File: src/rtl/multiplier_arbiter_pkg.sv
// Shared types for the multiplier arbiter: element width, the complex 2x2
// matrix layout [row][col][re/im] and the arbiter FSM states.
package multiplier_arbiter_pkg;

    localparam int NUMERIC_BITS = 19;

    typedef logic signed [1:0][1:0][1:0][NUMERIC_BITS-1:0] cmtx_t;

    typedef enum logic [1:0] {
        ST_IDLE  = 2'd0,
        ST_ISSUE = 2'd1,
        ST_WAIT  = 2'd2
    } state_t;

endpackage

File: src/rtl/rr_priority_encoder.sv
// Round-robin winner selection: first set pending bit at or after rr_ptr,
// wrapping modulo NUM_REQ. Purely combinational.
module rr_priority_encoder #(
    parameter int NUM_REQ  = 2,
    parameter int REQ_BITS = 1
) (
    input  logic [NUM_REQ-1:0]  pending,
    input  logic [REQ_BITS-1:0] rr_ptr,
    output logic [REQ_BITS-1:0] winner,
    output logic                valid
);
    import multiplier_arbiter_pkg::*;

    // One extra bit so rr_ptr + offset never overflows before the wrap.
    logic [REQ_BITS:0] pos;

    // Scan offsets 0..NUM_REQ-1 from rr_ptr; the first pending hit wins.
    always_comb begin
        winner = '0;
        valid  = 1'b0;
        pos    = '0;
        for (int k = 0; k < NUM_REQ; k++) begin
            pos = {1'b0, rr_ptr} + (REQ_BITS+1)'(k);
            if (pos >= (REQ_BITS+1)'(NUM_REQ)) begin
                pos = pos - (REQ_BITS+1)'(NUM_REQ);
            end
            if (!valid && pending[pos[REQ_BITS-1:0]]) begin
                winner = pos[REQ_BITS-1:0];
                valid  = 1'b1;
            end
        end
    end

endmodule

File: src/rtl/multiplier_arbiter.sv
// Shares one complex 2x2 matrix multiplier between NUM_REQ requesters.
// Requests are latched as pending bits, served round-robin; the winner's
// operands are captured so the requester is free once granted.
module multiplier_arbiter #(
    parameter int NUM_REQ      = 2,
    parameter int NUMERIC_BITS = multiplier_arbiter_pkg::NUMERIC_BITS,
    parameter int REQ_BITS     = 1
) (
    input  logic                                                     clk,
    input  logic                                                     reset,
    input  logic [NUM_REQ-1:0]                                       req_ready,
    input  logic signed [NUM_REQ-1:0][1:0][1:0][1:0][NUMERIC_BITS-1:0] req_a,
    input  logic signed [NUM_REQ-1:0][1:0][1:0][1:0][NUMERIC_BITS-1:0] req_b,
    output logic [NUM_REQ-1:0]                                       req_done,
    output logic signed [1:0][1:0][1:0][NUMERIC_BITS-1:0]            result_mtx,
    output logic [REQ_BITS-1:0]                                      grant_idx,
    output logic                                                     busy,
    output logic signed [1:0][1:0][1:0][NUMERIC_BITS-1:0]            multiplier_a,
    output logic signed [1:0][1:0][1:0][NUMERIC_BITS-1:0]            multiplier_b,
    output logic                                                     multiplier_ready,
    input  logic                                                     multiplier_done,
    input  logic signed [1:0][1:0][1:0][NUMERIC_BITS-1:0]            multiplier_result
);
    import multiplier_arbiter_pkg::*;

    state_t                state_q;
    state_t                state_d;
    logic [NUM_REQ-1:0]    pending;
    logic [NUM_REQ-1:0]    pending_d;
    logic [NUM_REQ-1:0]    grant_mask;
    logic [NUM_REQ-1:0]    done_mask;
    logic [REQ_BITS-1:0]   rr_ptr;
    logic [REQ_BITS-1:0]   next_ptr;
    logic [REQ_BITS-1:0]   winner;
    logic                  win_valid;
    logic                  grant;
    logic                  accept;

    rr_priority_encoder #(
        .NUM_REQ  (NUM_REQ),
        .REQ_BITS (REQ_BITS)
    ) u_rr_enc (
        .pending (pending),
        .rr_ptr  (rr_ptr),
        .winner  (winner),
        .valid   (win_valid)
    );

    // FSM state register.
    always_ff @(posedge clk or posedge reset) begin
        if (reset) begin
            state_q <= ST_IDLE;
        end else begin
            state_q <= state_d;
        end
    end

    // Next state plus the grant/accept strobes and multiplier handshake.
    always_comb begin
        state_d          = state_q;
        grant            = 1'b0;
        accept           = 1'b0;
        multiplier_ready = 1'b0;
        busy             = 1'b0;
        case (state_q)
            ST_IDLE: begin
                if (win_valid) begin
                    grant   = 1'b1;
                    state_d = ST_ISSUE;
                end
            end
            ST_ISSUE: begin
                multiplier_ready = 1'b1;
                busy             = 1'b1;
                state_d          = ST_WAIT;
            end
            ST_WAIT: begin
                busy = 1'b1;
                // A done pulse outside WAIT is stray and falls through.
                if (multiplier_done) begin
                    accept  = 1'b1;
                    state_d = ST_IDLE;
                end
            end
            default: state_d = ST_IDLE;
        endcase
    end

    // Pending update (grant clear beats a same-cycle duplicate pulse),
    // completion one-hot and the round-robin pointer advance.
    always_comb begin
        grant_mask = '0;
        done_mask  = '0;
        if (grant) begin
            grant_mask[winner] = 1'b1;
        end
        done_mask[grant_idx] = 1'b1;
        pending_d = (pending | req_ready) & ~grant_mask;
        if (grant_idx == REQ_BITS'(NUM_REQ - 1)) begin
            next_ptr = '0;
        end else begin
            next_ptr = grant_idx + REQ_BITS'(1);
        end
    end

    // Arbitration state, operand capture and result register.
    always_ff @(posedge clk or posedge reset) begin
        if (reset) begin
            pending      <= '0;
            rr_ptr       <= '0;
            grant_idx    <= '0;
            req_done     <= '0;
            multiplier_a <= '0;
            multiplier_b <= '0;
            result_mtx   <= '0;
        end else begin
            pending  <= pending_d;
            req_done <= accept ? done_mask : '0;
            if (grant) begin
                grant_idx    <= winner;
                multiplier_a <= req_a[winner];
                multiplier_b <= req_b[winner];
            end
            if (accept) begin
                result_mtx <= multiplier_result;
                rr_ptr     <= next_ptr;
            end
        end
    end

endmodule

File: config.mk
export PLATFORM = sky130hd
export DESIGN_NAME = multiplier_arbiter
export DESIGN_NICKNAME = d
export VERILOG_FILES = /design/src/rtl/multiplier_arbiter_pkg.sv /design/src/rtl/rr_priority_encoder.sv /design/src/rtl/multiplier_arbiter.sv
export SDC_FILE = /design/constraint.sdc
export NUM_CORES = 1
export LEC_CHECK = 0
export BUFFER_PORTS_ARGS = -buffer_cell sky130_fd_sc_hd__clkbuf_2
export CORE_AREA = 2 2 477 479
export CTS_BUF_LIST = sky130_fd_sc_hd__clkbuf_8
export CTS_CLUSTER_DIAMETER = 30
export DETAILED_ROUTE_END_ITERATION = 10
export DIE_AREA = 0 0 479 481
export GPL_ROUTABILITY_DRIVEN = 0
export GPL_TIMING_DRIVEN = 0
export PLACE_DENSITY = 0.31
export SYNTH_ARGS = -nofsm -noshare
export SYNTH_HDL_FRONTEND = slang
export SYNTH_SLANG_ARGS = --single-unit
File: constraint.sdc
create_clock -name clk -period 36.2 [get_ports clk]
set_clock_uncertainty 0.05 [all_clocks]
set_input_delay 3.62 -clock clk [delete_from_list [all_inputs] [get_ports clk]]
set_output_delay 3.62 -clock clk [all_outputs]
set_load 0.01 [all_outputs]
==> results of run 1 <==
registers in the layout, summed over array words and instances (netlist names):
register / flops
multiplier_a: 152
result_mtx: 152
state_q: 2
multiplier_b: 152
rr_ptr: 1
pending: 2
grant_idx: 1
req_done: 2
cell type report:
class / instances / area (um^2)
antenna: 31 / 77.6
buffer: 115 / 513
clock buffer: 238 / 3280
clock inverter: 95 / 801
fill: 25700 / 193000
inverter: 4 / 22.5
multi-input combinational: 783 / 6820
sequential: 464 / 11600
tap: 3009 / 3760
timing repair buffer: 1229 / 6240
path summary, 6_finish.rpt:
kind                       slack, ps          endpoint      startpoint  depth (start not counted)
min reg2reg                      450    result_mtx[74]  result_mtx[74]                          1
max                            30750              busy      state_q[0]                          3
max in group asynchronous      31710    result_mtx[66]           reset                          4
max reg2reg                    32820  multiplier_a[37]      state_q[0]                          7
min in group asynchronous       2740  multiplier_b[15]           reset                          2
min                              450    result_mtx[74]  result_mtx[74]                          1
placed cells by master (no fill, tap or decap):
master      count
o21ai_2         1
clkinv_2       40
diode_2        31
nand2_1         3
buf_2          65
inv_16          2
buf_16          4
a21oi_1         2
inv_8           3
and2_0        250
clkinvlp_4      1
inv_12          4
and2_1         54
and3_1          1
clkbuf_2     1225
nor2_1          6
inv_1          36
a221o_1       304
ha_1            4
bufinv_16       9
clkinv_8        2
a21oi_2         2
clkinv_16       1
clkbuf_1       50
mux2_2        154
a21o_1          1
dfrtp_1       464
inv_6           1
clkbuf_8      238
nor2b_1         1
kinds of logic after synthesis:
kind of cell	share of synthesized area (%)
DFF	61.2
and+or+nand+nor	10.3
AOI/OAI and AO/OA	16.3
muxes	9.15
buffers and inverters	2.79
adders and majority gates	0.264
per-stage QoR:
stage,setup slack (ps),hold slack [ps],utilization [%]
global route,30560,465,14.6
detailed placement,30510,443,12.8
floorplan,19590,452,-
CTS,30570,453,14.6
finish,30750,450,14.7
global placement,10740,438,12.8
routing by layer:
metal  global-route usage, %  vias up  part of all wire, %
met5                       0        -                 0.26
met4                    4.20       62                  2.7
met3                    8.45      310                   14
met2                    20.5     1223                   43
met1                    15.8     9331                   40
li1                        -     8146                    -
power breakdown:
group          internal, W  switching, W  total (W)  leakage (nW)
sequential        0.000788      0.000171   0.000959          5.65
combinational     0.000590      0.000935    0.00153          7.95
clock             0.000653      0.000380    0.00103          2.26
total              0.00203       0.00149    0.00352          15.9
==> impl_metrics.py, run 1 <==
metrics = {
    "yosys": {
        "syn-cell-area_um2": 19000,
        "async_flop_share_pct": 100,
        "synth.most_common_cell": "dfrtp_1",
        "synthFlopType": "dfrtp_1",
        "yosys-top-cells-area": "dfrtp_1 (61%), a221o_1 (16%), mux2_2 (9.1%), and2_0 (8.2%), and2_1 (1.8%)",
        "synth_cell_types": 17,
        "yosys.area.top_type": "dfrtp_1",
        "synth.top_cell.area_share_pct": 61.2,
        "synth_edf_count": 0,
        "ys_seq_elements": 464,
        "synth_cells": 1366,
        "yosysWarningCount": 0,
        "syn_avg_cell_area_um2": 13.9,
        "synth_seq_area_share_pct": 61.2,
        "ys_top_cells_by_count": "dfrtp_1 (464), a221o_1 (304), and2_0 (250), mux2_2 (154), buf_2 (65)",
        "syn_nets": 2135,
    },
    "worst_setup_path": {
        "crit_type": "register to output pin",
        "startpoint_type": "register",
        "crit_path_max_incr_delay_ps": 370,
        "cp_max_fo": 3,
        "cp-end-kind": "output pin",
        "cpLargestDelayFamily": "flip-flops",
        "worst_path_max_delay_cell": "dfrtp_1",
        "cp.arrival_ps": 1780,
        "path_cells": "inv_1, ha_1, clkbuf_2",
        "crit_buf_inv": 2,
        "crit_required_ps": 32530,
    },
    "floorplan": {
        "chipWidth_um": 479,
        "die_h_um": 481,
        "io_pins": 1226,
        "initial_utilization_pct": 8.40,
        "die_area_um2": 230000,
        "num_rows": 175,
        "core_area_um2": 226000,
    },
    "timing": {
        "min_period_ps": 5450,
        "fmax_mhz": 184,
        "finalSetupTns_ps": 0,
        "finalCritPeriodShare_pct": 15.1,
        "final_hold_viol_count": 0,
        "tightest_slew_ps": 1360,
        "finalSetupViolCount": 0,
        "slew_headroom_pct": 9.63,
        "slew_viol_final": 0,
        "rsz0062_at_grt": "no",
    },
    "clocking": {
        "clk_pin_slew_ps": 40,
        "cts_sinks": 464,
        "postCtsHoldBufs": 0,
        "cts-buffers-inserted": 179,
        "cts_max_level": 4,
        "cts_max_path_buffers": 3,
        "root_buffer": "clkbuf_8",
        "clk_latency_ps": 890,
        "cts_resized": 0,
        "cts_tree": "yes",
        "cts_setup_buffers": 0,
    },
    "status": {
        "outcome": "finished clean",
    },
    "pwr": {
        "total_power_w": 0.00352,
        "p_leak_nw": 15.9,
        "cellPowerDensity_nw_per_um2": 106,
        "ir_worst_vdd_mv": 0.0368,
    },
    "layout": {
        "nets": 3545,
        "final_cell_area_um2": 33100,
        "drive_gt1_share_pct": 59.8,
        "area_growth_pct": 74.7,
        "stdcell_count": 5968,
    },
    "routing": {
        "avgViaCountPerCell": 3.20,
        "num_vias": 19100,
        "wirelength_mm": 162,
        "drc_errors": 0,
        "detail-route-antenna-nets": 0,
        "drt_iter0_drc": 1114,
        "wire_per_inst_um": 27.1,
        "drt_first_pass_iters": 5,
    },
    "grt": {
        "antenna_found_initial": 113,
        "groute.usage.overall_pct": 13.6,
        "grt_pass1_vias": 20200,
        "grt_pass1_wl_mm": 206,
        "grt_max_degree": 112,
        "grt_remaining_overflow": 0,
    },
    "placement": {
        "hpwlAfterDp_mm": 136,
        "dp_cells": 5604,
        "io_buffers": 1225,
        "placed_cell_area_um2": 29000,
    },
    "hold_path": {
        "hp-class": "register to register",
    },
    "run": {
        "maxCapViolations": 0,
    },
}
(Power assumes the default switching activity.)
==> inputs of run 2 (changes only) <==
--- a/config.mk
+++ b/config.mk
@@ -13,7 +13,7 @@
 export DIE_AREA = 0 0 479 481
 export GPL_ROUTABILITY_DRIVEN = 0
 export GPL_TIMING_DRIVEN = 0
-export PLACE_DENSITY = 0.31
+export PLACE_DENSITY = 0.32
 export SYNTH_ARGS = -nofsm -noshare
 export SYNTH_HDL_FRONTEND = slang
 export SYNTH_SLANG_ARGS = --single-unit
==> constraint.sdc (replaced) <==
create_clock -name clk -period 4.5 [get_ports clk]
set_clock_uncertainty 0.05 [all_clocks]
set_input_delay 0.45 -clock clk [delete_from_list [all_inputs] [get_ports clk]]
set_output_delay 0.45 -clock clk [all_outputs]
set_load 0.01 [all_outputs]
==> run 2 against run 1 <==
Effect of this change: sequential share of layout area is 6.6 points lower; clock-buffer cell count decreased by 22; worst setup slack got worse by 30000 ps; clock power increased to 7.8 times the previous value; final cell count grew 13%; die area did not move; power grew to 9.1 times the previous value; critical endpoint is now multiplier_b[56]; largest cell class is now non-clock buffers.
==> impl_metrics.py, run 2 (same netlist as run 1, synthesis figures left out) <==
metrics = {
    "routing": {
        "drt_first_pass_iters": 4,
        "wirelength_mm": 171,
        "dr_wl_met2_mm": 72.7,
        "drc_errors": 0,
        "wire_per_inst_um": 25.3,
        "num_vias": 22300,
        "detail-route-antenna-nets": 0,
        "wl_met1_mm": 64.5,
        "highest_layer": "met5",
        "drt_iter0_drc": 1139,
        "wl_met3_mm": 25.8,
        "avgViaCountPerCell": 3.32,
    },
    "layout": {
        "fillers": 25300,
        "reg_top3": "multiplier_a: 152 flops, multiplier_b: 152 flops, result_mtx: 152 flops",
        "drive_gt1_share_pct": 47.6,
        "most-common-layout-cells": "clkbuf_2 (1228), dlygate4sd3_1 (765), dfrtp_1 (464), a221o_1 (304), and2_0 (250)",
        "nets": 4311,
        "area_growth_pct": 115,
        "final_common_cell": "clkbuf_2",
    },
    "pwr": {
        "p_leak_nw": 19.3,
        "cellPowerDensity_nw_per_um2": 788,
        "total_power_w": 0.0322,
        "p_comb_share_pct": 50.7,
        "power.internal_w": 0.0192,
        "switching_share_pct": 40.2,
        "ir_worst_vdd_mv": 0.309,
        "clock_power_share_pct": 25.1,
        "p_sw_w": 0.0129,
        "p_seq_share_pct": 24.2,
    },
    "clocking": {
        "cts_sinks": 464,
        "cts_setup_buffers": 0,
        "cts_max_level": 4,
        "cts_tree": "yes",
        "postCtsHoldBufs": 765,
        "root_buffer": "clkbuf_8",
        "cts_max_path_buffers": 3,
        "cts-buffers-inserted": 170,
        "clk_latency_ps": 870,
        "cts_resized": 0,
        "clk_pin_slew_ps": 50,
    },
    "floorplan": {
        "initial_utilization_pct": 8.40,
        "num_rows": 175,
        "die_h_um": 481,
        "chipWidth_um": 479,
        "io_pins": 1226,
        "core_area_um2": 226000,
        "die_area_um2": 230000,
    },
    "worst_setup_path": {
        "cp.arrival_ps": 4720,
        "startpoint_type": "register",
        "r2r_end": "multiplier_b[56]",
        "crit_required_ps": 5220,
        "cp-end-kind": "register",
        "rr_worst_depth": 8,
        "cp_max_fo": 10,
        "r2r_setup_slack_ps": 500,
        "crit_type": "register to register",
        "r2r_start": "state_q[0]",
    },
    "grt": {
        "grt_pass1_vias": 23900,
        "groute.usage.overall_pct": 14.3,
        "grt_max_degree": 38,
        "grt_remaining_overflow": 0,
        "antenna_found_initial": 126,
        "grt_pass1_wl_mm": 220,
    },
    "timing": {
        "finalSetupViolCount": 0,
        "slew_headroom_pct": 34.4,
        "final_hold_viol_count": 0,
        "whs_ps": 290,
        "fmax_mhz": 250,
        "finalSetupTns_ps": 0,
        "min_period_ps": 4000,
        "finalCritPeriodShare_pct": 88.9,
        "rsz0062_at_grt": "no",
        "tightest_slew_ps": 985,
        "slew_viol_final": 0,
    },
    "hold_path": {
        "hp-class": "primary input to register",
        "holdPathStages": 3,
        "hold_end": "multiplier_b[99]",
        "min_from": "req_b[99]",
    },
    "placement": {
        "hpwlAfterDp_mm": 140,
        "io_buffers": 1225,
    },
    "status": {
        "outcome": "finished clean",
    },
    "run": {
        "maxCapViolations": 0,
    },
}
[run 2: stage by stage]
step                cell area (um^2)  setup slack [ps]  util (%)  cells
floorplan                      19000             -2280         -   1366
global placement               28900             -6800      12.8   5600
detailed placement             29200               689      12.9   5614
CTS                            40700              80.0      18.0   6694
global route                   40700               101      18.0   6708
finish                         40800               501      18.1   6731
[run 2: worst max-delay path: stages, from the launching register on]
cell and delay (ps):
dfrtp_1 380, inv_1 110, ha_1 380, nand2_1 110, a21oi_2 700, buf_2 780, buf_2 540, a221o_1 230
dlygate4sd3_1 560
[run 2: power by group through the flow]
stage	Sequential, W	Combinational, W	Clock [W]
2_1_floorplan	0.00827	0.00501	0
3_3_place_gp	0.00776	0.0131	0
3_5_place_dp	0.00775	0.0130	0
4_1_cts	0.00775	0.0166	0.00839
5_1_grt	0.00800	0.0177	0.00861
6_report	0.00777	0.0163	0.00808
[run 2: worst max path at each step]
stage,from,endpoint,depth (start not counted)
after floorplan,reset,grant_idx,1
after global placement,reset,multiplier_b[128],2
after detailed placement,state_q[0],multiplier_b[94],7
after CTS,state_q[0],multiplier_b[75],8
after global routing,state_q[1],multiplier_b[151],8
final,state_q[0],multiplier_b[56],8
[run 2: metal layers]
metal	GRT usage (%)	vias to the layer above
met5	0	-
met4	5.69	84
met3	9.54	364
met2	21.5	1312
met1	15.7	10900
li1	-	9672
[run 2: cell type report]
| class | instances | area, um^2 | share of cell area (%) |
|---|---|---|---|
| timing repair buffer | 2004 | 14100 | 34.5 |
| inverter | 4 | 18.8 | 0.0460 |
| sequential | 464 | 11600 | 28.5 |
| buffer | 115 | 517 | 1.27 |
| antenna | 37 | 92.6 | 0.227 |
| tap | 3009 | 3760 | 9.23 |
| multi-input combinational | 783 | 6820 | 16.7 |
| clock inverter | 99 | 912 | 2.24 |
| clock buffer | 216 | 2970 | 7.29 |
==> inputs of run 3 (changes only) <==
--- a/config.mk
+++ b/config.mk
@@ -14,6 +14,7 @@
 export GPL_ROUTABILITY_DRIVEN = 0
 export GPL_TIMING_DRIVEN = 0
 export PLACE_DENSITY = 0.32
+export REMOVE_ABC_BUFFERS = 1
 export SYNTH_ARGS = -nofsm -noshare
 export SYNTH_HDL_FRONTEND = slang
 export SYNTH_SLANG_ARGS = --single-unit
==> run 3 against run 2 <==
Effect of this change: critical path depth increased by 3; cell area increased by 0.69%; combinational power decreased by 6%; clock-buffer cell count increased by 10; worst setup slack improved by 540 ps; maximum frequency increased by 15%; final cell count decreased by 1.1%; sequential power decreased by 3.3%; global-route usage decreased by 2.6 points; first-iteration DRC count decreased by 30%; critical endpoint is now multiplier_b[63].
==> impl_metrics.py, run 3 (same netlist as run 1, synthesis figures left out) <==
metrics = {
    "status": {
        "outcome": "finished clean",
    },
    "clocking": {
        "cts_sinks": 464,
        "root_buffer": "clkbuf_8",
        "clk_pin_slew_ps": 50,
        "cts_tree": "yes",
        "cts_max_level": 4,
        "cts_max_path_buffers": 3,
        "cts_resized": 0,
        "postCtsHoldBufs": 764,
        "cts-buffers-inserted": 185,
        "cts_setup_buffers": 0,
        "clk_latency_ps": 900,
    },
    "layout": {
        "drive_gt1_share_pct": 47.5,
        "most-common-layout-cells": "clkbuf_2 (1225), dlygate4sd3_1 (764), dfrtp_1 (464), a221o_1 (304), and2_0 (250)",
        "multiInputGateArea_um2": 6850,
        "final_common_cell": "clkbuf_2",
        "seqCellArea_um2": 11600,
        "reg_top3": "multiplier_a: 152 flops, multiplier_b: 152 flops, result_mtx: 152 flops",
        "nets": 4239,
        "fillers": 25100,
        "utilization_pct": 18.2,
        "area_growth_pct": 117,
    },
    "floorplan": {
        "chipWidth_um": 479,
        "num_rows": 175,
        "core_area_um2": 226000,
        "die_h_um": 481,
        "io_pins": 1226,
        "initial_utilization_pct": 8.40,
        "die_area_um2": 230000,
    },
    "pwr": {
        "ir_worst_vdd_mv": 0.313,
        "cellPowerDensity_nw_per_um2": 753,
        "p_leak_nw": 19.3,
    },
    "worst_setup_path": {
        "path_cells": "inv_1, ha_1, nand2_1, a21oi_4, buf_16, buf_12, buf_12, buf_12, buf_16, a221o_1, dlygate4sd3_1",
        "startpoint_type": "register",
        "crit_end": "multiplier_b[63]",
        "cp_max_fo": 28,
        "rr_worst_depth": 11,
        "r2r_end": "multiplier_b[63]",
        "cp-end-kind": "register",
        "crit_type": "register to register",
        "crit_path_max_incr_delay_ps": 550,
        "r2r_start": "state_q[0]",
        "worst_path_max_delay_cell": "dlygate4sd3_1",
        "r2r_setup_slack_ps": 1040,
        "crit_top_cell": "buf_12",
        "crit_required_ps": 5270,
        "startpoint": "state_q[0]",
        "cp.arrival_ps": 4230,
    },
    "timing": {
        "slew_viol_final": 0,
        "fmax_mhz": 289,
        "slew_headroom_pct": 42.2,
        "whs_ps": 201,
        "final_hold_viol_count": 0,
        "finalSetupViolCount": 0,
        "min_period_ps": 3460,
        "rsz0062_at_grt": "no",
        "finalCritPeriodShare_pct": 76.9,
        "finalSetupTns_ps": 0,
        "tightest_slew_ps": 865,
        "worst_slack_ps": 1040,
    },
    "placement": {
        "io_buffers": 1225,
        "place_ws_ps": 1490,
        "hpwlAfterDp_mm": 111,
    },
    "hold_path": {
        "hp-class": "primary input to async pin",
    },
    "routing": {
        "detail-route-antenna-nets": 0,
        "wire_per_inst_um": 20.9,
        "avgViaCountPerCell": 3.19,
        "num_vias": 21300,
        "wirelength_mm": 139,
        "drc_errors": 0,
        "drt_iter0_drc": 800,
        "drt_first_pass_iters": 4,
    },
    "grt": {
        "grt_pass1_vias": 23000,
        "antenna_found_initial": 109,
        "grt_max_degree": 104,
        "grt_pass1_wl_mm": 187,
        "groute.usage.overall_pct": 11.7,
        "grt_remaining_overflow": 0,
    },
    "run": {
        "maxCapViolations": 0,
    },
}
[run 3: changes by cell type in the layout (fill, tap and decap cells not counted), moves of 10 or more]
cell      change
clkbuf_1     -47
clkbuf_8     +10
inv_1        +15
buf_16       +17
buf_12       +12
buf_2        -65
[run 3: worst min path at each step]
stage / end / cells after the start
2_1_floorplan: req_done[0] / 1
3_3_place_gp: result_mtx[2] / 1
3_5_place_dp: result_mtx[105] / 1
4_1_cts: multiplier_a[151] / 3
5_1_grt: multiplier_b[23] / 3
6_report: result_mtx[14] / 3
[run 3: final cells by class]
class	count	share of cell area (%)
multi-input combinational	783	16.7
inverter	4	0.0548
tap	3009	9.17
timing repair buffer	2032	36.0
sequential	464	28.3
antenna	33	0.201
clock inverter	104	2.07
clock buffer	226	7.57
[run 3: power breakdown]
group | switching [W] | internal [W] | total, W
registers | 0.00117 | 0.00634 | 0.00751
logic | 0.00696 | 0.00838 | 0.0153
clock network | 0.00310 | 0.00497 | 0.00807
[run 3: routing by layer]
layer	global-route usage (%)	share of wire (%)	up-vias
met5	0	0.34	-
met4	4.75	4.0	76
met3	6.19	12	373
met2	19.7	47	1162
met1	12.2	37	10100
li1	-	-	9496
[run 3: through the flow]
step,cell area [um^2],instances,power (W)
floorplan,18400,1251,0.0132
global placement,28300,5485,0.0171
detailed placement,29400,5528,0.0195
CTS,41000,6622,0.0316
global route,41000,6635,0.0331
finish,41100,6655,0.0309
[run 3: critical path, delay by kind of cell, from the launching register on]
family	cells	cell delay, ps
AOI/OAI and AO/OA	2	630
adders and majority gates	1	400
buffers and inverters	7	1650
DFF	1	390
and+or+nand+nor	1	160
